File: config.mk
export PLATFORM = sky130hd
export DESIGN_NAME = conv_controller
export DESIGN_NICKNAME = d
export VERILOG_FILES = /design/src/rtl/conv_ctrl_pkg.sv /design/src/rtl/conv_flag_decode.sv /design/src/rtl/conv_controller.sv
export SDC_FILE = /design/constraint.sdc
export NUM_CORES = 1
export LEC_CHECK = 0
export CORE_UTILIZATION = 30
export DETAILED_ROUTE_END_ITERATION = 7
export GPL_TIMING_DRIVEN = 0
export HOLD_SLACK_MARGIN = 0.12
export PLACE_DENSITY = 0.6
export SYNTH_ARGS = -nofsm -noshare
export SYNTH_HDL_FRONTEND = slang
export SYNTH_SLANG_ARGS = --single-unit
File: constraint.sdc
create_clock -name clk -period 7.33 [get_ports clk]
set_input_delay 1.466 -clock clk [delete_from_list [all_inputs] [get_ports clk]]
set_output_delay 1.466 -clock clk [all_outputs]
set_load 0.02 [all_outputs]
File: src/rtl/conv_ctrl_pkg.sv
// -----------------------------------------------------------------------------
// conv_ctrl_pkg
//   Shared definitions for the convolution / max-pool / flatten sequencer:
//   - conv_state_e   : controller FSM states
//   - F_* constants  : flag bit positions, identical to the datapath's
//   - *_len helpers  : phase lengths derived from buffer / row / word sizes
//   Optional feature macro used by importers: CONV_CTRL_FLATTEN_EN.
// -----------------------------------------------------------------------------
package conv_ctrl_pkg;

    typedef enum logic [2:0] {
        ST_IDLE = 3'd0,
        ST_LOAD = 3'd1,
        ST_CONV = 3'd2,
        ST_WRL0 = 3'd3,
        ST_RDL0 = 3'd4,
        ST_POOL = 3'd5,
        ST_FLAT = 3'd6,
        ST_DONE = 3'd7
    } conv_state_e;

    localparam int FLAGS_WIDTH = 12;

    // Flag bit positions, shared with the datapath.
    localparam int F_GEN_IN_ADDR_POS    = 0;
    localparam int F_READ_IN_ENB_POS    = 1;
    localparam int F_CONV_RELU_ENB_POS  = 2;
    localparam int F_WRITE_CONV_ENB_POS = 3;
    localparam int F_GEN_CONV_ADDR_POS  = 4;
    localparam int F_READ_CONV_ENB_POS  = 5;
    localparam int F_WRITE_POOL_ENB_POS = 6;
    localparam int F_WRITE_FLAT_ENB_POS = 7;

    // Phase lengths in cycles; local_idx runs 0..len-1 in each phase.
    // The extra cycles cover the datapath's address/read pipeline latency.
    function automatic int load_len(input int in_buffer_size);
        return 3 * in_buffer_size + 2;
    endfunction

    function automatic int conv_len(input int out_buffer_size);
        return out_buffer_size + 1;
    endfunction

    function automatic int wrl0_len(input int out_buffer_size);
        return 2 * out_buffer_size + 1;
    endfunction

    function automatic int rdl0_len(input int l0_words);
        return 2 * l0_words + 2;
    endfunction

    function automatic int pool_len(input int pool_words);
        return 2 * pool_words + 1;
    endfunction

endpackage

File: src/rtl/conv_flag_decode.sv
// -----------------------------------------------------------------------------
// conv_flag_decode
//   Purely combinational decode of (state, local_idx) into the 12-bit datapath
//   phase-enable flags. The controller feeds it the *next* state/index so the
//   registered flags line up with the registered local_idx.
//   Macro: CONV_CTRL_FLATTEN_EN -- when undefined the flatten enable is tied 0.
// Ports:
//   state  in  conv_state_e           state being entered
//   idx    in  LOCAL_IDX_WIDTH        index within that state
//   flags  out 12                     phase enables; bits 8..11 always 0
// -----------------------------------------------------------------------------
module conv_flag_decode
    import conv_ctrl_pkg::*;
#(
    parameter int LOCAL_IDX_WIDTH  = 16,
    parameter int IN_BUFFER_SIZE   = 16,
    parameter int F_GEN_IN_ADDR    = F_GEN_IN_ADDR_POS,
    parameter int F_READ_IN_ENB    = F_READ_IN_ENB_POS,
    parameter int F_CONV_RELU_ENB  = F_CONV_RELU_ENB_POS,
    parameter int F_WRITE_CONV_ENB = F_WRITE_CONV_ENB_POS,
    parameter int F_GEN_CONV_ADDR  = F_GEN_CONV_ADDR_POS,
    parameter int F_READ_CONV_ENB  = F_READ_CONV_ENB_POS,
    parameter int F_WRITE_POOL_ENB = F_WRITE_POOL_ENB_POS,
    parameter int F_WRITE_FLAT_ENB = F_WRITE_FLAT_ENB_POS
) (
    input  conv_state_e                state,
    input  logic [LOCAL_IDX_WIDTH-1:0] idx,
    output logic [FLAGS_WIDTH-1:0]     flags
);

    localparam logic [LOCAL_IDX_WIDTH-1:0] GEN_IN_LIMIT = LOCAL_IDX_WIDTH'(3 * IN_BUFFER_SIZE);
    // Reads trail address generation by two cycles of memory latency.
    localparam logic [LOCAL_IDX_WIDTH-1:0] READ_DELAY   = LOCAL_IDX_WIDTH'(2);

    always_comb begin
        // NOTE: every output gets a default before the case so no latch is inferred.
        flags = '0;
        case (state)
            ST_LOAD: begin
                if (idx < GEN_IN_LIMIT) flags[F_GEN_IN_ADDR] = 1'b1;
                if (idx >= READ_DELAY)  flags[F_READ_IN_ENB] = 1'b1;
            end
            ST_CONV: flags[F_CONV_RELU_ENB]  = 1'b1;
            ST_WRL0: flags[F_WRITE_CONV_ENB] = 1'b1;
            ST_RDL0: begin
                flags[F_GEN_CONV_ADDR] = 1'b1;
                if (idx >= READ_DELAY) flags[F_READ_CONV_ENB] = 1'b1;
            end
            ST_POOL: flags[F_WRITE_POOL_ENB] = 1'b1;
`ifdef CONV_CTRL_FLATTEN_EN
            ST_FLAT: flags[F_WRITE_FLAT_ENB] = 1'b1;
`endif
            default: ;
        endcase
    end

endmodule

File: src/rtl/conv_controller.sv
// -----------------------------------------------------------------------------
// conv_controller
//   Sequencer for the conv / max-pool / flatten datapath. For each of ROWS
//   rows it walks LOAD -> CONV -> WRL0, then RDL0 -> POOL (-> FLAT) -> DONE.
//   All outputs are registered and change together on one edge.
//   Macro: CONV_CTRL_FLATTEN_EN -- defined: POOL -> FLAT -> DONE;
//                                  undefined: POOL -> DONE, flatten flag 0.
// Ports:
//   clk        in  1                 rising-edge clock
//   reset      in  1                 synchronous, active-high
//   ready      in  1                 host start request, sampled only in IDLE
//   busy       out 1                 high in every active phase cycle
//   done       out 1                 one-cycle pulse after the last active cycle
//   flags      out 12                datapath phase enables
//   local_idx  out LOCAL_IDX_WIDTH   index within the current phase
//   row_idx    out 8                 current row during row phases, else 0
// -----------------------------------------------------------------------------
module conv_controller
    import conv_ctrl_pkg::*;
#(
    parameter int LOCAL_IDX_WIDTH  = 16,
    parameter int IN_BUFFER_SIZE   = 16,
    parameter int OUT_BUFFER_SIZE  = 3,
    parameter int ROWS             = 64,
    parameter int L0_WORDS         = 4096,
    parameter int POOL_WORDS       = 1024,
    parameter int F_GEN_IN_ADDR    = F_GEN_IN_ADDR_POS,
    parameter int F_READ_IN_ENB    = F_READ_IN_ENB_POS,
    parameter int F_CONV_RELU_ENB  = F_CONV_RELU_ENB_POS,
    parameter int F_WRITE_CONV_ENB = F_WRITE_CONV_ENB_POS,
    parameter int F_GEN_CONV_ADDR  = F_GEN_CONV_ADDR_POS,
    parameter int F_READ_CONV_ENB  = F_READ_CONV_ENB_POS,
    parameter int F_WRITE_POOL_ENB = F_WRITE_POOL_ENB_POS,
    parameter int F_WRITE_FLAT_ENB = F_WRITE_FLAT_ENB_POS
) (
    input  logic                       clk,
    input  logic                       reset,
    input  logic                       ready,
    output logic                       busy,
    output logic                       done,
    output logic [FLAGS_WIDTH-1:0]     flags,
    output logic [LOCAL_IDX_WIDTH-1:0] local_idx,
    output logic [7:0]                 row_idx
);

    localparam int IW = LOCAL_IDX_WIDTH;

    // Last local_idx value of each phase.
    localparam logic [IW-1:0] LOAD_LAST = IW'(load_len(IN_BUFFER_SIZE) - 1);
    localparam logic [IW-1:0] CONV_LAST = IW'(conv_len(OUT_BUFFER_SIZE) - 1);
    localparam logic [IW-1:0] WRL0_LAST = IW'(wrl0_len(OUT_BUFFER_SIZE) - 1);
    localparam logic [IW-1:0] RDL0_LAST = IW'(rdl0_len(L0_WORDS) - 1);
    localparam logic [IW-1:0] POOL_LAST = IW'(pool_len(POOL_WORDS) - 1);
    localparam logic [IW-1:0] FLAT_LAST = IW'(pool_len(POOL_WORDS) - 1);
    localparam logic [7:0]    ROW_LAST  = 8'(ROWS - 1);

    conv_state_e            state_q, state_d;
    logic [IW-1:0]          idx_q, idx_d;
    logic [7:0]             row_q, row_d;
    logic [FLAGS_WIDTH-1:0] flags_q, flags_d;
    logic                   busy_q, busy_d;
    logic                   done_q, done_d;

    // Next-state, phase counter and row counter.
    always_comb begin
        state_d = state_q;
        idx_d   = idx_q + IW'(1);
        row_d   = row_q;

        case (state_q)
            ST_IDLE: begin
                idx_d = '0;
                if (ready) state_d = ST_LOAD;
            end
            ST_LOAD: begin
                if (idx_q == LOAD_LAST) begin
                    state_d = ST_CONV;
                    idx_d   = '0;
                end
            end
            ST_CONV: begin
                if (idx_q == CONV_LAST) begin
                    state_d = ST_WRL0;
                    idx_d   = '0;
                end
            end
            ST_WRL0: begin
                if (idx_q == WRL0_LAST) begin
                    idx_d = '0;
                    if (row_q < ROW_LAST) begin
                        state_d = ST_LOAD;
                        row_d   = row_q + 8'd1;
                    end else begin
                        state_d = ST_RDL0;
                        row_d   = '0;
                    end
                end
            end
            ST_RDL0: begin
                if (idx_q == RDL0_LAST) begin
                    state_d = ST_POOL;
                    idx_d   = '0;
                end
            end
            ST_POOL: begin
                if (idx_q == POOL_LAST) begin
`ifdef CONV_CTRL_FLATTEN_EN
                    state_d = ST_FLAT;
`else
                    state_d = ST_DONE;
`endif
                    idx_d   = '0;
                end
            end
            ST_FLAT: begin
                if (idx_q == FLAT_LAST) begin
                    state_d = ST_DONE;
                    idx_d   = '0;
                end
            end
            ST_DONE: begin
                // ready is deliberately not looked at here: restart only from IDLE.
                state_d = ST_IDLE;
                idx_d   = '0;
                row_d   = '0;
            end
            default: begin
                state_d = ST_IDLE;
                idx_d   = '0;
                row_d   = '0;
            end
        endcase

        busy_d = (state_d != ST_IDLE) && (state_d != ST_DONE);
        done_d = (state_d == ST_DONE);
    end

    // Flags are decoded from the values about to be registered, so the flag
    // register always agrees with local_idx on the same cycle.
    conv_flag_decode #(
        .LOCAL_IDX_WIDTH  (LOCAL_IDX_WIDTH),
        .IN_BUFFER_SIZE   (IN_BUFFER_SIZE),
        .F_GEN_IN_ADDR    (F_GEN_IN_ADDR),
        .F_READ_IN_ENB    (F_READ_IN_ENB),
        .F_CONV_RELU_ENB  (F_CONV_RELU_ENB),
        .F_WRITE_CONV_ENB (F_WRITE_CONV_ENB),
        .F_GEN_CONV_ADDR  (F_GEN_CONV_ADDR),
        .F_READ_CONV_ENB  (F_READ_CONV_ENB),
        .F_WRITE_POOL_ENB (F_WRITE_POOL_ENB),
        .F_WRITE_FLAT_ENB (F_WRITE_FLAT_ENB)
    ) u_flag_decode (
        .state (state_d),
        .idx   (idx_d),
        .flags (flags_d)
    );

    always_ff @(posedge clk) begin
        // NOTE: sequential state uses non-blocking assignments only, so every
        // register samples the pre-edge values and order of statements is irrelevant.
        if (reset) begin
            state_q <= ST_IDLE;
            idx_q   <= '0;
            row_q   <= '0;
            flags_q <= '0;
            busy_q  <= 1'b0;
            done_q  <= 1'b0;
        end else begin
            state_q <= state_d;
            idx_q   <= idx_d;
            row_q   <= row_d;
            flags_q <= flags_d;
            busy_q  <= busy_d;
            done_q  <= done_d;
        end
    end

    assign busy      = busy_q;
    assign done      = done_q;
    assign flags     = flags_q;
    assign local_idx = idx_q;
    assign row_idx   = row_q;

endmodule

==> key figures <==
Floorplan
  – Std-Cell Rows: 30
  – Core footprint: 6760 sq um
  – I/O pin cnt: 41
  – Initial core utilization: 0.309
  – Die Y: 85.5 um
  – DIE WIDTH: 85.5 um
  – Total die area: 7310 sq um

Critical path
  – Top delay family on crit path: buffers and inverters
  – Critical Path Max Stage Delay: 0.67 ns
  – Largest fanout on the critical path: 10
  – Worst path bufs/invs: 1
  – Worst path depth: 1
  – CP arrival: 1.50 ns
  – Startpoint Class: register
  – Worst path required time: 5.86 ns
  – Crit path kind: reg2out
  – FF-to-FF Start: local_idx[1]$_SDFF_PP0_
  – Worst Setup End Kind: output pin
  – Crit path cell chain: clkdlybuf4s50_1
  – Crit path launch: local_idx[1]$_SDFF_PP0_
  – Worst r2r path cells: 9
  – Slowest CP cell: clkdlybuf4s50_1

Detailed routing
  – Drc violations: 0
  – Iter 0 DRT Violations: 124
  – DR pass1 iterations: 4
  – DR vias: 1869
  – Avg WL per Cell: 12.8 um
  – Antenna-violating nets left: 0
  – Avg Vias per Cell: 5.02
  – Routed WL: 4740 um

Layout
  – Register area: 721 sq um
  – Area added between synthesis and finish: 27.4%
  – # fillers: 694
  – Commonest non-fill, non-tap cell in the layout: nor2_1
  – Area of the multi-input gates: 1220 sq um
  – Final-stage net count: 299
  – Ant diodes: 0
  – Ratio of cells with drive above 1 in the final layout: 0.106
  – Final Non-Filler Cells: 372
  – Most frequent cells in the layout: 40 x nor2_1, 36 x dfxtp_1, 35 x clkdlybuf4s50_1

Timing
  – Clock skew: 0.00433 ns
  – Setup TNS: 0 ns
  – Worst slew pin tran: 0.572 ns
  – Slew Limit Fails: 0
  – Period utilisation layout: 0.405
  – Slew HR: 0.613
  – PnR worst setup slack: 4.36 ns
  – Hold Vio Cnt, Final: 0
  – Max Freq: 337 MHz
  – RSZ-0062 raised after global routing: no
  – Final Critical Period: 2.97 ns
  – Final setup vio count: 0

Synth
  – Ys async rst share: 0
  – Post-synth EDFFs: 0
  – Synth Warn #: 0
  – Synth Flop Type: dfxtp_1
  – #FFs+latches synth: 36
  – Syn_area_per_cell: 8.53 sq um
  – Post-synth cell types: 50
  – Syn Inst Count: 245
  – Sequential fraction of the synthesis area: 0.345
  – Synth Cell Area: 2090 sq um

Global route
  – Initial antenna violation count: 0
  – Met3 Use GR: 0.0321
  – GR Layer Usage met2: 0.202
  – Global-route wire length before repair: 8180 um
  – Vias in the first global route: 1683
  – GRT busiest layer: met2
  – Gr usage total: 0.142
  – Overflow after GRT: 0
  – Met1 Use GR: 0.199
  – Largest net degree at the start of global routing: 12

Power
  – Leakage: 1.00 nW
  – Sw Ratio: 0.222
  – P per Cell Area: 149 nW/um^2
  – Comb pwr share: 0.061
  – Net Sw Power: 0.0881 mW
  – Pwr Total: 0.397 mW
  – Seq pwr share: 0.501
  – Clock power frac: 0.438
  – Worst vdd ir: 0.0584 mV
  – Internal Pwr Total: 0.308 mW

Clock tree
  – H-tree depth: 2
  – Hold_buf cts: 0
  – Clock latency on the worst-skew pair: 0.30 ns
  – Post-cts resize count: 0
  – CTS tree: done
  – Post-CTS Setup Bufs: 0
  – Clk sinks: 36
  – Root Buffer: clkbuf_8
  – Total CTS buffers: 5
  – Clock Tree Buf Depth: 2
  – Reg clk slew, reported paths: 0.07 ns

Worst hold path
  – Hold wc startpoint: row_idx[7]$_SDFFE_PP0P_
  – Hold path cells: 1
  – HP Class: reg2reg

Run status
  – Outcome: completed

Job
  – Max Cap Viol: 0

Place
  – Setup Slack @ Placement: 4.44 ns
  – HPWL after DPL: 3510 um
  – Gpl congestion: 0.821
  – Placed Cells: 364
  – PortBufs: 35
-- routing by layer --
layer | vias to the layer above | wire (um)
met1 | 860 | 2360
met4 | 0 | 114
met3 | 10 | 192
li1 | 954 | -
met2 | 45 | 2080
met5 | - | 0
-- synth_stat cells, types with 4 or more instances --
library cell / count / area [sq um]
a21oi_1: 7 / 35.0
a31oi_1: 5 / 31.3
and2_1: 5 / 31.3
and3_1: 6 / 37.5
and4_1: 6 / 52.6
buf_2: 8 / 40.0
buf_4: 8 / 60.1
clkbuf_1: 7 / 26.3
dfxtp_1: 36 / 721
ha_1: 5 / 62.6
inv_1: 5 / 18.8
nand2_1: 8 / 30.0
nand3_1: 9 / 45.0
nand4_1: 9 / 56.3
nor2_1: 40 / 150
nor3_1: 5 / 25.0
nor4_1: 4 / 25.0
xnor2_1: 14 / 123
xor2_1: 10 / 87.6
-- cell families (layout without fill, tap and decap cells) --
logic type / Yosys count / in the layout / synth area share
AOI/OAI and AO/OA: 34 / 34 / 0.114
xor gates and xnor gates: 24 / 24 / 0.101
adders and majority gates: 5 / 5 / 0.0299
buffers and inverters: 30 / 73 / 0.0772
DFF: 36 / 36 / 0.345
muxes: 1 / 1 / 0.00479
other: 1 / 5 / 0.00179
and+or+nand+nor: 114 / 114 / 0.327
-- stage by stage --
stage | instance area [sq um] | utilization | hold WS, ns
after floorplan | 2110 | - | 0.564
after global placement | 2560 | 0.378 | 0.478
after detailed placement | 2560 | 0.378 | 0.482
after CTS | 2660 | 0.394 | 0.498
after global routing | 2660 | 0.394 | 0.508
final | 2660 | 0.394 | 0.496
-- flip-flops by register name, summed over array words and instances, names as in the netlist --
signal / count
local_idx: 16
row_idx: 8
flags: 7
state_q: 3
busy: 1
done: 1
-- cell type report --
type	instances	area share
inverter	5	0.00705
sequential	36	0.271
clock inverter	2	0.0132
multi-input combinational	183	0.459
timing repair buffer	35	0.132
clock buffer	6	0.0272
tap	80	0.0376
buffer	25	0.0535
-- power by group through the flow --
stage                     Sequential, mW  Combinational, mW  Clock, mW
after floorplan                    0.205             0.0151          0
after global placement             0.203             0.0243          0
after detailed placement           0.203             0.0243          0
after CTS                          0.199             0.0244      0.178
after global routing               0.199             0.0273      0.189
final                              0.199             0.0244      0.174
-- final timing paths --
kind                                   to  slack [ns]
setup / recovery             local_idx[1]        4.36
hold / removal    row_idx[7]$_SDFFE_PP0P_        0.50
setup reg to reg      flags[5]$_SDFF_PP0_        4.58
hold reg to reg   row_idx[7]$_SDFFE_PP0P_        0.50
Note: power is estimated with default switching activity, not from simulation.
